File: src/rtl/fifo_rd_stream.sv
// Read-domain drain adapter: pulls words from an async FIFO through r_en/empty
// and presents them as a valid/ready stream via a 2-entry skid buffer.
module fifo_rd_stream #(
   parameter int DATA_WIDTH = 8,
   parameter int CNT_WIDTH  = 16
) (
   input  logic                  clk_r,
   input  logic                  rst,
   input  logic                  fifo_empty,
   input  logic [DATA_WIDTH-1:0] fifo_data,
   output logic                  fifo_r_en,
   output logic [DATA_WIDTH-1:0] m_data,
   output logic                  m_valid,
   input  logic                  m_ready,
   input  logic                  flush,
   output logic [CNT_WIDTH-1:0]  words_out
);

   typedef enum logic [1:0] {
      ST_EMPTY = 2'd0,
      ST_ONE   = 2'd1,
      ST_TWO   = 2'd2
   } state_t;

   state_t                  state_q, state_d;
   logic [DATA_WIDTH-1:0]   head_q, head_d;
   logic [DATA_WIDTH-1:0]   tail_q, tail_d;
   logic [CNT_WIDTH-1:0]    cnt_q, cnt_d;
   logic                    m_valid_q, m_valid_d;
   logic [DATA_WIDTH-1:0]   m_data_q, m_data_d;
   logic                    push;
   logic                    pop;

   // Read enable looks only at occupancy and inputs, so m_ready never reaches fifo_r_en.
   always_comb begin
      push      = !rst && !flush && !fifo_empty && (state_q != ST_TWO);
      pop       = m_valid_q && m_ready;
      state_d   = state_q;
      head_d    = head_q;
      tail_d    = tail_q;
      if (flush) begin
         state_d = ST_EMPTY;
      end else begin
         case (state_q)
            ST_EMPTY: begin
               if (push) begin
                  state_d = ST_ONE;
                  head_d  = fifo_data;
               end else begin
                  state_d = ST_EMPTY;
               end
            end
            ST_ONE: begin
               if (push && pop) begin
                  state_d = ST_ONE;
                  head_d  = fifo_data;
               end else if (push) begin
                  state_d = ST_TWO;
                  tail_d  = fifo_data;
               end else if (pop) begin
                  state_d = ST_EMPTY;
               end else begin
                  state_d = ST_ONE;
               end
            end
            ST_TWO: begin
               if (pop) begin
                  state_d = ST_ONE;
                  head_d  = tail_q;
               end else begin
                  state_d = ST_TWO;
               end
            end
            default: begin
               state_d = ST_EMPTY;
            end
         endcase
      end
      if (pop) begin
         cnt_d = cnt_q + {{(CNT_WIDTH-1){1'b0}}, 1'b1};
      end else begin
         cnt_d = cnt_q;
      end
      // Outputs are registered from next-state so they track occupancy exactly.
      m_valid_d = (state_d != ST_EMPTY);
      if (m_valid_d) begin
         m_data_d = head_d;
      end else begin
         m_data_d = {DATA_WIDTH{1'b0}};
      end
   end

   // Buffer, occupancy and counter registers with synchronous reset.
   always_ff @(posedge clk_r) begin
      if (rst) begin
         state_q   <= ST_EMPTY;
         head_q    <= {DATA_WIDTH{1'b0}};
         tail_q    <= {DATA_WIDTH{1'b0}};
         cnt_q     <= {CNT_WIDTH{1'b0}};
         m_valid_q <= 1'b0;
         m_data_q  <= {DATA_WIDTH{1'b0}};
      end else begin
         state_q   <= state_d;
         head_q    <= head_d;
         tail_q    <= tail_d;
         cnt_q     <= cnt_d;
         m_valid_q <= m_valid_d;
         m_data_q  <= m_data_d;
      end
   end

   assign fifo_r_en = push;
   assign m_valid   = m_valid_q;
   assign m_data    = m_data_q;
   assign words_out = cnt_q;

endmodule

File: config.mk
export PLATFORM = sky130hd
export DESIGN_NAME = fifo_rd_stream
export DESIGN_NICKNAME = d
export VERILOG_FILES = /design/src/rtl/fifo_rd_stream.sv
export SDC_FILE = /design/constraint.sdc
export NUM_CORES = 1
export LEC_CHECK = 0
export BUFFER_PORTS_ARGS = -buffer_cell sky130_fd_sc_hd__buf_2
export CAP_MARGIN = 20
export CORE_MARGIN = 4
export CORE_UTILIZATION = 44
export DETAILED_ROUTE_END_ITERATION = 10
export PLACE_DENSITY = 0.7
export SLEW_MARGIN = 5
export SYNTH_ARGS = -nofsm -noshare
export SYNTH_HDL_FRONTEND = slang
export SYNTH_SLANG_ARGS = --single-unit
File: constraint.sdc
create_clock -name clk_r -period 1.55 [get_ports clk_r]
set_clock_uncertainty 0.2 [all_clocks]
set_input_delay 0 -clock clk_r [delete_from_list [all_inputs] [get_ports clk_r]]
set_output_delay 0 -clock clk_r [all_outputs]
set_load 0.05 [all_outputs]
# Word level (Yosys, flattened, before mapping)
# Index checks and enable logic that the tools add are counted.
[totals]
regBits = 43
latch_bits = 0
ram_bits = 0
mem_bits_ro = 0
inputBits = 13
output_inout_bits = 26
word_cells = 37
n_memories = 0
[op_classes]
add_sub_neg = 1
n_mul = 0
n_div = 0
n_lt_le_gt_ge = 0
eq_ne = 3
n_shift = 0
muxes = 12
n_bitwise = 3
reduce_logical = 12
[op_table]
columns = ["operator", "count"]
rows = [
  ["two-way mux 8 bit", 4],
  ["case mux 8 bit (3 select lines)", 1],
  ["adder 16 x 1 -> 16 bit, second input constant", 1],
  ["two-way mux 2 bit", 4],
  ["case mux 2 bit (3 select lines)", 1],
  ["logical AND 1 bit", 5],
  ["AND reduction 4 bit", 1],
  ["logical NOT 1 bit", 3],
  ["NOT 1 bit", 3],
  ["equality test 2 x 1 -> 1 bit, second input constant", 1],
  ["equality test 2 bit, second input constant", 1],
  ["logical NOT 2 bit", 1],
  ["two-way mux 1 bit", 2],
  ["inequality test 2 bit, second input constant", 1],
  ["nonzero test 2 bit", 1],
  ["OR reduction 2 bit", 1],
]

# Logic depth before layout (Yosys ltp)
# Gate-level depths: netlist of the first run.
[logic_depth]
depth_word = 11
mapped_depth = 6
mapped_depth_nobuf = 5

# Worst setup path after synthesis of the first run
# No wires, ideal clock.
[synth_timing]
path_kind = "register to output"
startpoint = "reg state_q[1]"
endpoint = "out fifo_r_en"
arrival_ns = 1.949
t_required_ns = 1.350
setup_slack_ns = -0.599
path_stages_with_launch = 3
n_path_buf = 0
cell_sequence = "dfxtp_1 -> nor2b_1 -> nor4_1"
[synth_via]
elab_chain_cells = 2
[synth_rtl]
columns = ["element", "line", "text"]
rows = [
  ["from (decl)", "25", "state_t state_q, state_d;"],
  ["from (signal assigned)", "103", "state_q <= state_d;"],
  ["inequality test 2 bit", "36", "push = !rst && !flush && !fifo_empty && (state_q != ST_TWO);"],
  ["logical AND 1 bit", "36", ""],
  ["to (decl)", "11", "output logic fifo_r_en,"],
]
# Every way passes these cells.

# Worst setup path in the final report of the first run
[layout_timing]
startpoint = "reg state_q[1]"
endpoint = "reg head_q[5]"
[layout_via]
elab_chain_cells = 6
word_cells_on_any_way = 10
classes_between = "eq/ne: 3; mux: 4; reduce/logical: 3"
[layout_rtl]
columns = ["element", "line", "text"]
rows = [
  ["inequality test 2 bit", "36", ""],
  ["logical AND 1 bit", "36", ""],
  ["logical AND 1 bit", "54", "if (push && pop) begin"],
  ["two-way mux 8 bit", "54", ""],
  ["case mux 8 bit (3 select lines) *", "44", "case (state_q)"],
  ["two-way mux 8 bit *", "41", "if (flush) begin"],
  ["to (signal assigned)", "97", "head_q <= {DATA_WIDTH{1'b0}};"],
  ["to (decl)", "26", "logic [DATA_WIDTH-1:0] head_q, head_d;"],
]
# Mark *: on every way between the ends. The rest lies on a longest branch, timed or not.
# A chain may end at the register's enable or synchronous reset.

==> results of run 1 <==
cells by family (layout without fill, tap and decap cells):
| kind of cell | Yosys count | in the layout | share of synthesized area, % |
|---|---|---|---|
| AND/OR/NAND/NOR | 83 | 83 | 26.82 |
| flip-flops | 43 | 43 | 49.07 |
| AO/OA/AOI/OAI | 26 | 26 | 10.77 |
| buffers and inverters | 11 | 88 | 2.424 |
| XOR/XNOR | 10 | 10 | 4.993 |
| multiplexers | 9 | 9 | 5.207 |
| adder cells (fa/ha/maj) | 1 | 1 | 0.7132 |
repair_timing:
action                     4_1_cts  5_1_grt
hold buffers                    11        0
buffers inserted                 5        3
pin swaps                       28       17
setup endpoints to repair       32       35
hold endpoints to repair        27        0
resized for setup               26       11
power groups by stage:
stage          Clock (mW)  Sequential [mW]  Combinational (mW)
3_3_place_gp            0             1.14               0.137
5_1_grt             0.747             1.11               0.191
2_1_floorplan           0             1.15              0.0745
3_5_place_dp            0             1.14               0.141
6_report            0.682             1.11               0.178
4_1_cts             0.701             1.11               0.173
synthesized netlist by cell type (5+ instances only):
cell	count	area, um^2
nor2_1	20	75.07
clkbuf_1	6	22.52
and3_1	8	50.05
a21oi_1	9	45.04
xnor2_1	6	52.55
nand2_1	7	26.28
nand3_1	6	30.03
mux2i_1	8	80.08
a221o_1	8	80.08
nor2b_1	17	106.4
dfxtp_1	43	860.8
nand4_1	5	31.28
critical path, stage by stage, from the launching register on:
cell and delay, ps:
dfxtp_4 370, nor4_4 270, a22oi_2 200, a221o_1 350, nor2b_1 140
flip-flops by register name, indices dropped and copies added (netlist names):
register and count:
state_q 2, tail_q 8, words_out 16, head_q 8, m_data 8, m_valid 1
area by class of cell:
class | instances | area (um^2)
inverters | 3 | 11.26
flip-flops and latches | 43 | 913.4
clock buffers | 8 | 80.08
fillers | 272 | 1104
well taps | 48 | 60.06
multi-input cells | 129 | 1042
repair buffers | 77 | 533.0
through the flow:
stage	instance area [um^2]	power, mW	instances	hold WS (ps)
floorplan	1876	1.228	183	-121.3
global placement	2227	1.273	281	49.22
detailed placement	2227	1.278	281	60.89
CTS	2569	1.983	305	6.805
global route	2640	2.049	308	53.34
finish	2640	1.970	308	0.1189
worst paths after layout:
kind	slack, ps	to	startpoint	cells past startpoint
worst max register to register	-130	head_q[5]	state_q[1]	4
worst max-delay path	-130	head_q[5]	state_q[1]	4
worst min-delay path	0.1	state_q[1]	m_ready	3
worst min register to register	300	tail_q[6]	tail_q[6]	2
routing by layer:
layer | GRT usage (%) | share of wire [%]
met5 | 0 | 0
met2 | 30.61 | 53
met1 | 19.67 | 39
met3 | 6.250 | 5.5
met4 | 7.724 | 2.2
==> impl_metrics.tcl, run 1 <==
set metrics [dict create \
    p_seq_share_pct 56.3 \
    yosysSeqAreaShare_pct 49.07 \
    synthesis.area_mm2 0.001754 \
    synth_nets 197 \
    dpl.hpwl_um 2929 \
    grt_pass1_vias 1630 \
    yosysWarningCount 0 \
    ys_types 36 \
    avgSynthCellArea_um2 9.586 \
    mostFrequentLayoutCells "38 x buf_2, 25 x dfxtp_1, 22 x buf_4, 20 x nor2_1, 15 x nor2b_1" \
    status "complete, but fails checks" \
    synth_seq_cells 43 \
    initial_core_util_pct 46.86 \
    drt_iter0_markers 75 \
    antenna_found_initial 0 \
    powerDensity_mw_per_mm2 746.2 \
    critical_path_class "reg -> reg" \
    clock_sinks 43 \
    htreeDepth 2 \
    viasPerCell 5.416 \
    nets 273 \
    wl_per_cell_um 14.69 \
    rows 22 \
    slew_headroom_pct 70.19 \
    worst_slew_pin_slew_ps 447.2 \
    sw_frac_of_total_pct 23.85 \
    clkLatencyLatePin_ps 300 \
    place_congestion 0.8571 \
    synth-edff-count 0 \
    combPwrFrac_pct 9.0 \
    core_mm2 0.003744 \
    p_sw_mw 0.4698 \
    grt_overflow 0 \
    final_antenna_net_count 0 \
    grt_pass1_wl_um 7245 \
    fmax_ghz 0.5965 \
    numCtsBuffers 5 \
    drc 0 \
    die_area_mm2 0.005061 \
    arrival_ps 1640 \
    fin_ws_ps -126.5 \
    die_h_um 71.14 \
    clkTransAtPathRegs_ps 80 \
    leakage_nw 1.184 \
    hold_viol 0 \
    wirelength_um 4526 \
    p_int_mw 1.500 \
    setup-tns-final_ps -1991 \
    fin_crit_sh_pct 108.2 \
    syn_to_final_growth_pct 50.50 \
    mostFrequentLayoutCell "buf_2" \
    failed_checks "setup timing" \
    drive_gt1_share_pct 46.54 \
    die_w_um 71.14 \
    preCtsSetupSlack_ps -291.1 \
    pwr-share-clk_pct 34.6 \
    firstDrtPassIters 4 \
    drv_slew 0 \
    io_buffers 38 \
    min_period_ps 1676 \
    diodes 0 \
    grt_max_degree 36 \
    num_io_pins 39 \
    max-clock-path-buffers 2 \
    synthArstFlopShare_pct 0 \
    hold_path_class "in -> reg" \
    worst_setup_path_end_kind "flop" \
    synthCells 183 \
    tritoncts "built" \
    cp_max_fo 8 \
    postLayoutCoreUtil_pct 70.52 \
    ir_drop_mv 0.5672 \
    vias 1668 \
    grt_setup_unrepaired "true" \
    finalSetupViolations 25 \
    root_buffer "clkbuf_8" \
    drv_cap 0 \
    required_ps 1510 \
    synthFlopType "dfxtp_1" \
    cp-start-kind "flop" \
    grt_use_total_pct 17.80 \
]
No activity file was read; power rests on OpenSTA's default activity.
==> run 2, diff against run 1 <==
--- a/config.mk
+++ b/config.mk
@@ -10,7 +10,7 @@
 export CORE_MARGIN = 4
 export CORE_UTILIZATION = 44
 export DETAILED_ROUTE_END_ITERATION = 10
-export PLACE_DENSITY = 0.7
+export PLACE_DENSITY = 0.67
 export SLEW_MARGIN = 5
 export SYNTH_ARGS = -nofsm -noshare
 export SYNTH_HDL_FRONTEND = slang
==> constraint.sdc (replaced) <==
create_clock -name clk_r -period 1.6 [get_ports clk_r]
set_clock_uncertainty 0.2 [all_clocks]
set_input_delay 0 -clock clk_r [delete_from_list [all_inputs] [get_ports clk_r]]
set_output_delay 0 -clock clk_r [all_outputs]
set_load 0.05 [all_outputs]
==> run 2 against run 1 <==
  * The flow still finishes with violations (setup timing)
  * First-iteration DRC count grew 28%
  * Critical path depth up 1
  * Sequential share of layout area down 0.23 points
  * Worst setup slack better by 77 ps
  * Cell count up 0.32%
  * Register-to-register slack gained 80 ps
  * Fmax is 1.6% higher
  * Sequential power down 4%
  * Largest power group unchanged
==> impl_metrics.tcl, run 2 (synthesis gave the netlist of run 1 again) <==
set metrics [dict create \
    status "complete, but fails checks" \
    failed_checks "setup timing" \
    viasPerCell 5.337 \
    die_w_um 71.14 \
    rows 22 \
    antenna_found_initial 0 \
    syn_to_final_growth_pct 51.71 \
    grt_use_total_pct 17.90 \
    ff2ff_setup_slack_ps -50 \
    preCtsSetupSlack_ps -221.6 \
    drt_iter0_markers 96 \
    powerDensity_mw_per_mm2 743.6 \
    grt_pass1_vias 1666 \
    drive_gt1_share_pct 47.13 \
    min_path_cells 4 \
    critical_path_class "reg -> reg" \
    htreeDepth 2 \
    mostFrequentLayoutCell "buf_2" \
    io_buffers 38 \
    die_area_mm2 0.005061 \
    grt_overflow 0 \
    clkLatencyLatePin_ps 280 \
    final_antenna_net_count 0 \
    drc 0 \
    num_io_pins 39 \
    max-clock-path-buffers 2 \
    fin_crit_sh_pct 103.1 \
    grt_setup_unrepaired "true" \
    root_buffer "clkbuf_8" \
    final_area_mm2 0.002661 \
    dpl.hpwl_um 2965 \
    wirelength_um 4365 \
    cp_max_fo 7 \
    r2r-start "state_q[0]" \
    worst_setup_path_end_kind "flop" \
    reg2reg_to "head_q[4]" \
    clkTransAtPathRegs_ps 80 \
    wl_per_cell_um 14.13 \
    grt_max_degree 36 \
    slew_headroom_pct 74.15 \
    ir_drop_mv 0.4790 \
    min_period_ps 1649 \
    mostFrequentLayoutCells "37 x buf_2, 26 x dfxtp_1, 24 x buf_4, 20 x nor2_1, 14 x nor2b_1" \
    cp-start-kind "flop" \
    initial_core_util_pct 46.86 \
    die_h_um 71.14 \
    worst_slew_pin_slew_ps 387.7 \
    clock_sinks 43 \
    numCtsBuffers 5 \
    finalSetupViolations 16 \
    place_congestion 0.8413 \
    min_to "words_out[1]" \
    dpl_cell_area_mm2 0.002208 \
    nets 274 \
    hold_path_class "in -> reg" \
    drv_slew 0 \
    hold_viol 0 \
    leakage_nw 1.175 \
    drv_cap 0 \
    grt_pass1_wl_um 7341 \
    rr_worst_depth 5 \
    largest_reg_flops 16 \
    firstDrtPassIters 4 \
    tritoncts "built" \
    core_mm2 0.003744 \
    vias 1649 \
    arrival_ps 1610 \
    min_from "m_ready" \
    diodes 0 \
    fmax_ghz 0.6063 \
    required_ps 1570 \
    fin_ws_ps -49.41 \
]
## run 2: cell types whose count changed in the layout (fill, tap and decap cells not counted), sizes merged
| cell | change |
|---|---|
| buf | +1 |
## run 2: what timing repair did
action,in CTS,in global routing
setup buffers,10,1
pin swaps,9,13
hold endpoints to repair,27,0
hold buffers,11,0
resized for setup,17,24
setup endpoints to repair,29,25
## run 2: critical path, cell delays in order, from the launching register on
cell and delay (ps):
dfxtp_4 340, and4b_2 310, a22oi_2 70, buf_6 160, a221o_1 320, nor2b_1 130
## run 2: where the power goes
| group | switching (mW) | internal [mW] |
|---|---|---|
| logic | 0.0975 | 0.0823 |
| registers | 0.00752 | 1.06 |
| clock network | 0.333 | 0.394 |
## run 2: worst max-delay path by stage
stage                          to        from  slack, ps
finish                  head_q[4]  state_q[0]        -50
global route            head_q[4]  state_q[0]       -100
CTS                     m_data[2]  state_q[0]        -50
detailed placement      m_data[2]  state_q[1]       -220
global placement        m_data[4]  state_q[1]       -140
floorplan           words_out[15]     m_valid       -120
## run 2: metal layers
| layer | routed length (um) | GRT usage [%] | vias up |
|---|---|---|---|
| met1 | 1784 | 20.33 | 798 |
| met4 | 36 | 8.351 | 0 |
| met3 | 201 | 4.972 | 4 |
| met2 | 2342 | 30.82 | 41 |
| li1 | - | - | 806 |
| met5 | 0 | 0 | - |
## run 2: metrics by stage
| stage | hold WS, ps | util (%) | TNS [ps] | instances | total power [mW] |
|---|---|---|---|---|---|
| finish | 39.87 | 71.09 | -513.9 | 309 | 1.979 |
| global route | 53.10 | 71.09 | -1476 | 309 | 2.076 |
| CTS | 18.43 | 68.15 | -540.3 | 308 | 1.995 |
| floorplan | -121.3 | - | -1912 | 183 | 1.186 |
| detailed placement | 55.86 | 58.99 | -4733 | 279 | 1.238 |
| global placement | 50.27 | 58.99 | -2759 | 279 | 1.233 |
## run 2: cell type report
cell class	count	area, um^2
clock buffer	8	100.1
multi-input combinational	129	1023
inverter	3	11.26
tap	48	60.06
timing repair buffer	78	551.8
fill	300	1082
sequential	43	914.6
